==> src/rtl/bus_capture_pkg.sv <==
// Shared constants, state encoding and nibble selection for the bus capture block.
package bus_capture_pkg;

  localparam int LED_W         = 5;
  localparam int PAGES         = 4;
  localparam int DEFAULT_DEPTH = 4;
  localparam int WORD_W        = 16;

  typedef enum logic {
    IDLE = 1'b0,
    SHOW = 1'b1
  } state_t;

  function automatic logic [3:0] nibble_sel(input logic [WORD_W-1:0] word, input logic [1:0] page);
    logic [3:0] nib;
    case (page)
      2'd0:    nib = word[3:0];
      2'd1:    nib = word[7:4];
      2'd2:    nib = word[11:8];
      2'd3:    nib = word[15:12];
      default: nib = 4'h0;
    endcase
    return nib;
  endfunction

endpackage

==> src/rtl/bus_capture_fifo.sv <==
// Synchronous FIFO of captured words; push is accepted when full if a pop happens
// in the same edge. Exposes the head and the word behind it for look-ahead display.
module bus_capture_fifo
  import bus_capture_pkg::*;
#(
  parameter int DEPTH = DEFAULT_DEPTH,
  localparam int AW = (DEPTH > 1) ? $clog2(DEPTH) : 1,
  localparam int CW = $clog2(DEPTH + 1)
) (
  input  logic              clk,
  input  logic              reset,
  input  logic              push,
  input  logic              pop,
  input  logic [WORD_W-1:0] wr_data,
  output logic [WORD_W-1:0] head,
  output logic [WORD_W-1:0] head_next,
  output logic [CW-1:0]     count,
  output logic              full,
  output logic              empty
);

  logic [WORD_W-1:0] mem_r [DEPTH];
  logic [AW-1:0]     wr_ptr_r;
  logic [AW-1:0]     rd_ptr_r;
  logic [AW-1:0]     rd_ptr_inc_s;
  logic [CW-1:0]     count_r;
  logic [CW-1:0]     count_next_s;
  logic              full_r;
  logic              empty_r;
  logic              do_push_s;
  logic              do_pop_s;

  assign do_pop_s     = pop && !empty_r;
  assign do_push_s    = push && (!full_r || do_pop_s);
  assign rd_ptr_inc_s = rd_ptr_r + AW'(1);

  // Occupancy after this edge
  always_comb begin
    count_next_s = count_r;
    case ({do_push_s, do_pop_s})
      2'b10:   count_next_s = count_r + CW'(1);
      2'b01:   count_next_s = count_r - CW'(1);
      default: count_next_s = count_r;
    endcase
  end

  // Pointers and occupancy flags
  always_ff @(posedge clk) begin
    if (!reset) begin
      wr_ptr_r <= '0;
      rd_ptr_r <= '0;
      count_r  <= '0;
      full_r   <= 1'b0;
      empty_r  <= 1'b1;
    end else begin
      if (do_push_s) wr_ptr_r <= wr_ptr_r + AW'(1);
      if (do_pop_s)  rd_ptr_r <= rd_ptr_inc_s;
      count_r <= count_next_s;
      full_r  <= (count_next_s == CW'(DEPTH));
      empty_r <= (count_next_s == CW'(0));
    end
  end

  // Word storage; contents survive reset
  always_ff @(posedge clk) begin
    if (reset && do_push_s) mem_r[wr_ptr_r] <= wr_data;
  end

  assign head      = mem_r[rd_ptr_r];
  assign head_next = mem_r[rd_ptr_inc_s];
  assign count     = count_r;
  assign full      = full_r;
  assign empty     = empty_r;

endmodule

==> src/rtl/bus_capture.sv <==
// Captures bus words into a FIFO and pages the oldest word out on the LEDs, one
// nibble per step. LED drive is computed one edge ahead so it leaves a register.
module bus_capture
  import bus_capture_pkg::*;
#(
  parameter int DEPTH = DEFAULT_DEPTH,
  localparam int CW = $clog2(DEPTH + 1)
) (
  input  logic              clk,
  input  logic              reset,
  input  logic [WORD_W-1:0] DATA,
  input  logic              capture,
  input  logic              step,
  output logic [LED_W-1:0]  leds,
  output logic              empty,
  output logic              full,
  output logic [CW-1:0]     count,
  output logic              overflow
);

  state_t            state_r;
  state_t            state_next_s;
  logic [1:0]        page_r;
  logic [1:0]        page_next_s;
  logic [LED_W-1:0]  leds_r;
  logic [LED_W-1:0]  leds_next_s;
  logic              overflow_r;
  logic              overflow_next_s;
  logic              pop_s;
  logic [WORD_W-1:0] new_head_s;
  logic [WORD_W-1:0] head_s;
  logic [WORD_W-1:0] head_next_s;
  logic [CW-1:0]     count_s;
  logic              full_s;
  logic              empty_s;

  assign pop_s = (state_r == SHOW) && step && (page_r == 2'd3);

  bus_capture_fifo #(.DEPTH(DEPTH)) u_fifo (
    .clk       (clk),
    .reset     (reset),
    .push      (capture),
    .pop       (pop_s),
    .wr_data   (DATA),
    .head      (head_s),
    .head_next (head_next_s),
    .count     (count_s),
    .full      (full_s),
    .empty     (empty_s)
  );

  // Display FSM next state; new_head_s is the FIFO head as it will be after this edge
  always_comb begin
    state_next_s    = state_r;
    page_next_s     = page_r;
    new_head_s      = head_s;
    overflow_next_s = overflow_r | (capture & full_s & ~pop_s);
    case (state_r)
      IDLE: begin
        if (capture) begin
          state_next_s = SHOW;
          page_next_s  = 2'd0;
          new_head_s   = DATA;
        end else begin
          state_next_s = IDLE;
        end
      end
      SHOW: begin
        if (step && (page_r == 2'd3)) begin
          page_next_s = 2'd0;
          if (count_s == CW'(1)) begin
            if (capture) begin
              new_head_s = DATA;
            end else begin
              state_next_s = IDLE;
            end
          end else begin
            new_head_s = head_next_s;
          end
        end else if (step) begin
          page_next_s = page_r + 2'd1;
        end else begin
          page_next_s = page_r;
        end
      end
      default: begin
        state_next_s = IDLE;
        page_next_s  = 2'd0;
      end
    endcase
    if (state_next_s == SHOW) begin
      leds_next_s = {(page_next_s == 2'd0), nibble_sel(new_head_s, page_next_s)};
    end else begin
      leds_next_s = {LED_W{1'b0}};
    end
  end

  // Display state, LED drive and sticky overflow
  always_ff @(posedge clk) begin
    if (!reset) begin
      state_r    <= IDLE;
      page_r     <= 2'd0;
      leds_r     <= {LED_W{1'b0}};
      overflow_r <= 1'b0;
    end else begin
      state_r    <= state_next_s;
      page_r     <= page_next_s;
      leds_r     <= leds_next_s;
      overflow_r <= overflow_next_s;
    end
  end

  assign leds     = leds_r;
  assign overflow = overflow_r;
  assign empty    = empty_s;
  assign full     = full_s;
  assign count    = count_s;

endmodule

==> config.mk <==
export PLATFORM = sky130hd
export DESIGN_NAME = bus_capture
export DESIGN_NICKNAME = d
export VERILOG_FILES = /design/src/rtl/bus_capture_pkg.sv /design/src/rtl/bus_capture_fifo.sv /design/src/rtl/bus_capture.sv
export SDC_FILE = /design/constraint.sdc
export NUM_CORES = 1
export LEC_CHECK = 0
export ABC_AREA = 0
export CAP_MARGIN = 20
export CELL_PAD_IN_SITES_DETAIL_PLACEMENT = 0
export CELL_PAD_IN_SITES_GLOBAL_PLACEMENT = 1
export CORE_MARGIN = 1.5
export CORE_UTILIZATION = 55
export CTS_BUF_LIST = sky130_fd_sc_hd__clkbuf_4
export DETAILED_ROUTE_END_ITERATION = 16
export DONT_BUFFER_PORTS = 1
export MAX_ROUTING_LAYER = met4
export PLACE_DENSITY = 0.87
export SYNTH_ARGS = -nofsm -noshare
export SYNTH_HDL_FRONTEND = slang
export SYNTH_SLANG_ARGS = --single-unit
==> constraint.sdc <==
create_clock -name clk -period 3.9 [get_ports clk]
set_input_delay 1.17 -clock clk [delete_from_list [all_inputs] [get_ports clk]]
set_output_delay 1.17 -clock clk [all_outputs]
set_load 0.01 [all_outputs]
* Yosys cells after proc, flatten, opt, wreduce, memory -nomap -nowiden
Memories as Yosys holds them, arrays and structs flattened. A register that Yosys moved wholly into a read port is not among the register bits.
Index checks and enable logic that the tools add are counted.
** Word-level totals
- Register bits after elaboration :: 18
- Output and inout port bits :: 11
- Memories kept :: 1
- Word-level logic and storage cells :: 58
- Bits in writable memories :: 64
** Memories
- u_fifo.mem_r :: words 4, width 16, read ports 2, clocked after memory_dff 1, write ports 1, RTL line bus_capture_fifo.sv:22 : logic [WORD_W-1:0] mem_r [DEPTH];
** Operators by class
- Reductions and logical operators :: 12
- Bitwise logic cells :: 5
- Equality and inequality tests :: 8
- Add/subtract/negate cells :: 5
- Mux-type cells :: 18
** Operator list (count)
- $mux 16 :: 3
- $pmux 16 s2 :: 1
- $pmux 4 s4 :: 1
- $mux 2 :: 5
- $eq 2x2->1 const B :: 4
- $add 2x1->2 const B :: 3
- $logic_and 1x1->1 :: 6
- $pmux 3 s2 :: 1
- $mux 1 :: 5
- $eq 2x1->1 const B :: 2
- $pmux 2 s2 :: 1
- $add 3x1->3 const B :: 1
- $eq 3x1->1 const B :: 1
- $eq 3x3->1 const B :: 1
- $logic_not 3->1 :: 1
- $sub 3x1->3 const B :: 1
- $and 1x1->1 :: 2
- $logic_not 1->1 :: 2
- $logic_not 2->1 :: 1
- $not 1->1 :: 2
- $pmux 1 s2 :: 1
- $reduce_and 2->1 :: 1
- $logic_or 1x1->1 :: 1
- $or 1x1->1 :: 1

* Longest topological paths before layout
- Word-level depth :: 8
- Mapped depth :: 8
- Gate-level depth less buffers :: 8

* Cells and area by module
Synthesis repeated with hierarchy kept, for this count alone.
** Second synthesis, totals
- Cell total of the unflattened synthesis :: 248
- Area total of the unflattened synthesis :: 4068.9 µm²
** By module, submodules not included
- bus_capture_fifo :: cells an instance 162, times used 1, area an instance 3299.4 µm²
- bus_capture :: cells an instance 86, times used 1, area an instance 769.5 µm²

* Worst setup path after synthesis
Ideal clock, no wire load.
- Path type :: input to register
- From :: in step
- To :: mem u_fifo.mem_r[1][0], enable pin
- Buffers on the path :: 1
- Slack :: 1.138 ns
- Data required time :: 3.526 ns
- Data arrival time :: 2.389 ns
- Stages on the path :: 4
- Setup time :: 0.374 ns
- Cell sequence :: buf_2 -> nand4b_4 -> a21oi_1 -> and3_1
** On the way
- Longest elaborated chain between the ends :: 8
** RTL lines
- from (decl) :: RTL line bus_capture.sv:13 : input logic step,
- $logic_and 1x1->1 (2 in series) :: RTL line bus_capture.sv:37 : assign pop_s = (state_r == SHOW) && step && (page_r == 2'd3);
- $logic_and 1x1->1 :: RTL line bus_capture_fifo.sv:33 : assign do_pop_s = pop && !empty_r;
- $logic_or 1x1->1 :: RTL line bus_capture_fifo.sv:34 : assign do_push_s = push && (!full_r || do_pop_s);
- $logic_and 1x1->1 :: RTL line bus_capture_fifo.sv:34
- $logic_and 1x1->1 :: RTL line bus_capture_fifo.sv:66 : if (reset && do_push_s) mem_r[wr_ptr_r] <= wr_data;
- $mux 1 :: RTL line bus_capture_fifo.sv:66
- $mux 1 (implied by the code) :: RTL line bus_capture_fifo.sv:66
- to (decl) :: RTL line bus_capture_fifo.sv:22
No other way between the ends.

* Worst setup path after layout
- From :: reg page_r[0]
- To :: mem u_fifo.mem_r[3][12], enable pin
** On the way
- Longest elaborated chain between the ends :: 8
** RTL lines
- from (decl) :: RTL line bus_capture.sv:23 : logic [1:0] page_r;
- from (signal assigned) :: RTL line bus_capture.sv:107 : page_r <= page_next_s;
- $eq 2x2->1 :: RTL line bus_capture.sv:37
- $logic_and 1x1->1 :: RTL line bus_capture.sv:37
- $logic_and 1x1->1 :: RTL line bus_capture_fifo.sv:33
- $logic_or 1x1->1 :: RTL line bus_capture_fifo.sv:34
- $logic_and 1x1->1 :: RTL line bus_capture_fifo.sv:34
- $logic_and 1x1->1 :: RTL line bus_capture_fifo.sv:66
- $mux 1 :: RTL line bus_capture_fifo.sv:66
- $mux 1 (implied by the code) :: RTL line bus_capture_fifo.sv:66
No other way between the ends.

==> flow_summary.json <==
{
  "wl_um": 7550,
  "status": "completed",
  "rsz0062_at_grt": "no",
  "synth_top_cell_by_area": "edfxtp_1",
  "synth_seq_area_share": 0.583,
  "synth_top_cells_by_area": "edfxtp_1 (48%), mux4_2 (15%), dfxtp_1 (10%), ha_1 (2.5%), mux4_1 (2.0%)",
  "max_freq_mhz": 392,
  "numCtsBuffers": 9,
  "cpPeakStageDelay_ns": 0.81,
  "syn_nets": 287,
  "slew_viol_final": 0,
  "num_vias": 2263,
  "drive_gt1_frac": 0.199,
  "crit_fanout": 16,
  "power_per_cell_area_nw_per_um2": 415,
  "grt_pass1_vias": 2305,
  "yosysMostFrequentCell": "edfxtp_1",
  "reg2reg_depth": 4,
  "place_congestion": 0.758,
  "dieArea_um2": 7760,
  "drv_cap": 0,
  "startpoint": "page_r[0]",
  "yosysTopAreaCellShare": 0.483,
  "avgViaCountPerCell": 6.23,
  "avgSynthCellArea_um2": 15.4,
  "fillCellCount": 534,
  "clkSinkCount": 84,
  "crit_path_end": "u_fifo.mem_r[3][12]",
  "drtAntennaViolNets": 0,
  "fin_crit_ns": 2.55,
  "grt-ovfl-total": 0,
  "final_nets": 290,
  "cts_tree": "built",
  "finalSetupTns_ns": 0,
  "required_ns": 3.95,
  "drt-pass1-iter-count": 4,
  "grt_max_degree": 18,
  "placed_cell_area_um2": 4040,
  "critical_path_arrival_ns": 2.61,
  "use_met1": 0.272,
  "syn_inst": 259,
  "n_antenna_cell": 0,
  "cts_root_buf": "clkbuf_4",
  "reg2reg_from": "page_r[0]",
  "ys_ff_latch": 84,
  "cts_setup_buffers": 0,
  "crit_type": "register to register",
  "clk_pin_slew_ns": 0.13,
  "initial_core_util": 0.576,
  "top_usage_layer": "met2",
  "wl_per_cell_um": 20.8,
  "grt.total_usage": 0.223,
  "grt_pass1_wl_um": 11900,
  "syn_area_um2": 3980,
  "grt_util_met3": 0.0697,
  "slew_headroom": 0.404,
  "synth_ff_type": "edfxtp_1",
  "die_w_um": 88.1,
  "ctsResizeCount": 0,
  "async_flop_share": 0,
  "drt_iter0_markers": 188,
  "cp_slowest_cell": "and3_1",
  "final-hold-violation-count": 0,
  "clockBufferDepth": 2,
  "use_met2": 0.371,
  "hold_buffers": 0,
  "die_h_um": 88.1,
  "clk_latency_ns": 0.43,
  "reg2reg_to": "u_fifo.mem_r[3][12]",
  "endpoint_kind": "register",
  "reg2reg_slack_ns": 1.35,
  "startpoint_type": "register",
  "ios": 31,
  "leakage_uw": 0.00141,
  "fin_crit_sh": 0.654,
  "drc": 0,
  "utilization": 0.612,
  "numPortBuffers": 0,
  "min_path_type": "register to register",
  "peakVddDrop_v": 0.000328,
  "syn_to_final_growth_pct": 6.19,
  "yosysWarnings": 0,
  "final-setup-viol-count": 0,
  "cts.htree.levels": 3,
  "fp-row-count": 30,
  "final_cell_area_um2": 4230,
  "yosysUniqueCellTypes": 51,
  "fin_worst_skew_ns": 0.0168,
  "synth-edff-count": 64,
  "tightest_slew_ns": 0.894,
  "antenna_found_initial": 0,
  "core_um2": 6910,
  "cp_cell_sequence": "ha_1 -> nand4b_4 -> a21oi_1 -> and3_1",
  "hpwl_um": 4850,
  "synth_common_cells": "edfxtp_1 (64), mux4_2 (26), dfxtp_1 (20)"
}
-- critical path: cells and delay by family, from the launching register on --
family	cells	cell delay [ns]
flip-flops	1	0.41
adder cells (fa/ha/maj)	1	0.34
AO/OA/AOI/OAI	1	0.42
AND/OR/NAND/NOR	2	0.99
-- cell usage in the layout (no fill, tap or decap), types with 4 or more instances in the layout --
| cell type | instances |
|---|---|
| mux4_2 | 26 |
| a21oi_1 | 12 |
| a22oi_1 | 4 |
| xnor2_1 | 4 |
| nor2b_1 | 10 |
| ha_1 | 8 |
| clkbuf_4 | 10 |
| edfxtp_1 | 64 |
| a22o_1 | 4 |
| buf_4 | 4 |
| o21ai_0 | 11 |
| and2_1 | 7 |
| inv_1 | 8 |
| and3_1 | 5 |
| nor2_1 | 6 |
| dfxtp_1 | 20 |
| nand2_1 | 13 |
| nand3_1 | 5 |
-- registers in the layout (all words and copies together) (netlist names), 2 cells and up, named ones only --
register / count
u_fifo.count: 3
u_fifo.rd_ptr_r: 2
u_fifo.wr_ptr_r: 2
leds: 5
page_r: 2
u_fifo.mem_r: 64
-- per-stage QoR --
| stage | worst slack (ns) | hold WS (ns) | std cells | total power [µW] |
|---|---|---|---|---|
| after floorplan | 1.14 | 0.527 | 259 | 1120 |
| after global placement | 0.993 | 0.549 | 347 | 1150 |
| after detailed placement | 0.952 | 0.561 | 347 | 1150 |
| after CTS | 1.32 | 0.592 | 363 | 1770 |
| after global routing | 1.19 | 0.643 | 363 | 1810 |
| final | 1.35 | 0.588 | 363 | 1750 |
-- logic make-up after synthesis --
kind of cell | after synthesis | share of synthesized area
multiplexers | 29 | 0.167
AO/OA/AOI/OAI | 54 | 0.0933
XOR/XNOR | 5 | 0.0110
flip-flops | 84 | 0.583
adder cells (fa/ha/maj) | 8 | 0.0251
AND/OR/NAND/NOR | 59 | 0.0902
buffers and inverters | 20 | 0.0302
-- where the power goes --
part / total (µW) / internal (µW) / switching (µW)
Sequential: 1020 / 993 / 22.2
Clock: 623 / 333 / 290
Combinational: 116 / 49.6 / 66.2
Total: 1750 / 1380 / 378
-- layer usage --
layer | vias to the layer above | wire length [µm]
li1 | 1039 | -
met5 | - | 0
met3 | 8 | 560
met1 | 1140 | 2950
met2 | 76 | 3990
met4 | 0 | 59
-- area by class of cell --
cell class	instances	area, µm²	area share
clock buffers	10	75.1	0.0178
well taps	96	120	0.0284
multi-input cells	155	1540	0.364
inverters	8	30.0	0.00710
clock inverters	6	111	0.0263
repair buffers	4	30.0	0.00710
flip-flops and latches	84	2320	0.549
-- how the worst min path moves through the flow --
stage | end | cells after the start | startpoint | slack [ns]
final | overflow | 2 | overflow | 0.59
after global routing | overflow | 2 | overflow | 0.64
after floorplan | overflow | 2 | overflow | 0.53
after CTS | overflow | 2 | overflow | 0.59
after detailed placement | overflow | 2 | overflow | 0.56
after global placement | overflow | 2 | overflow | 0.55
Power figures use the tool's default switching activity.
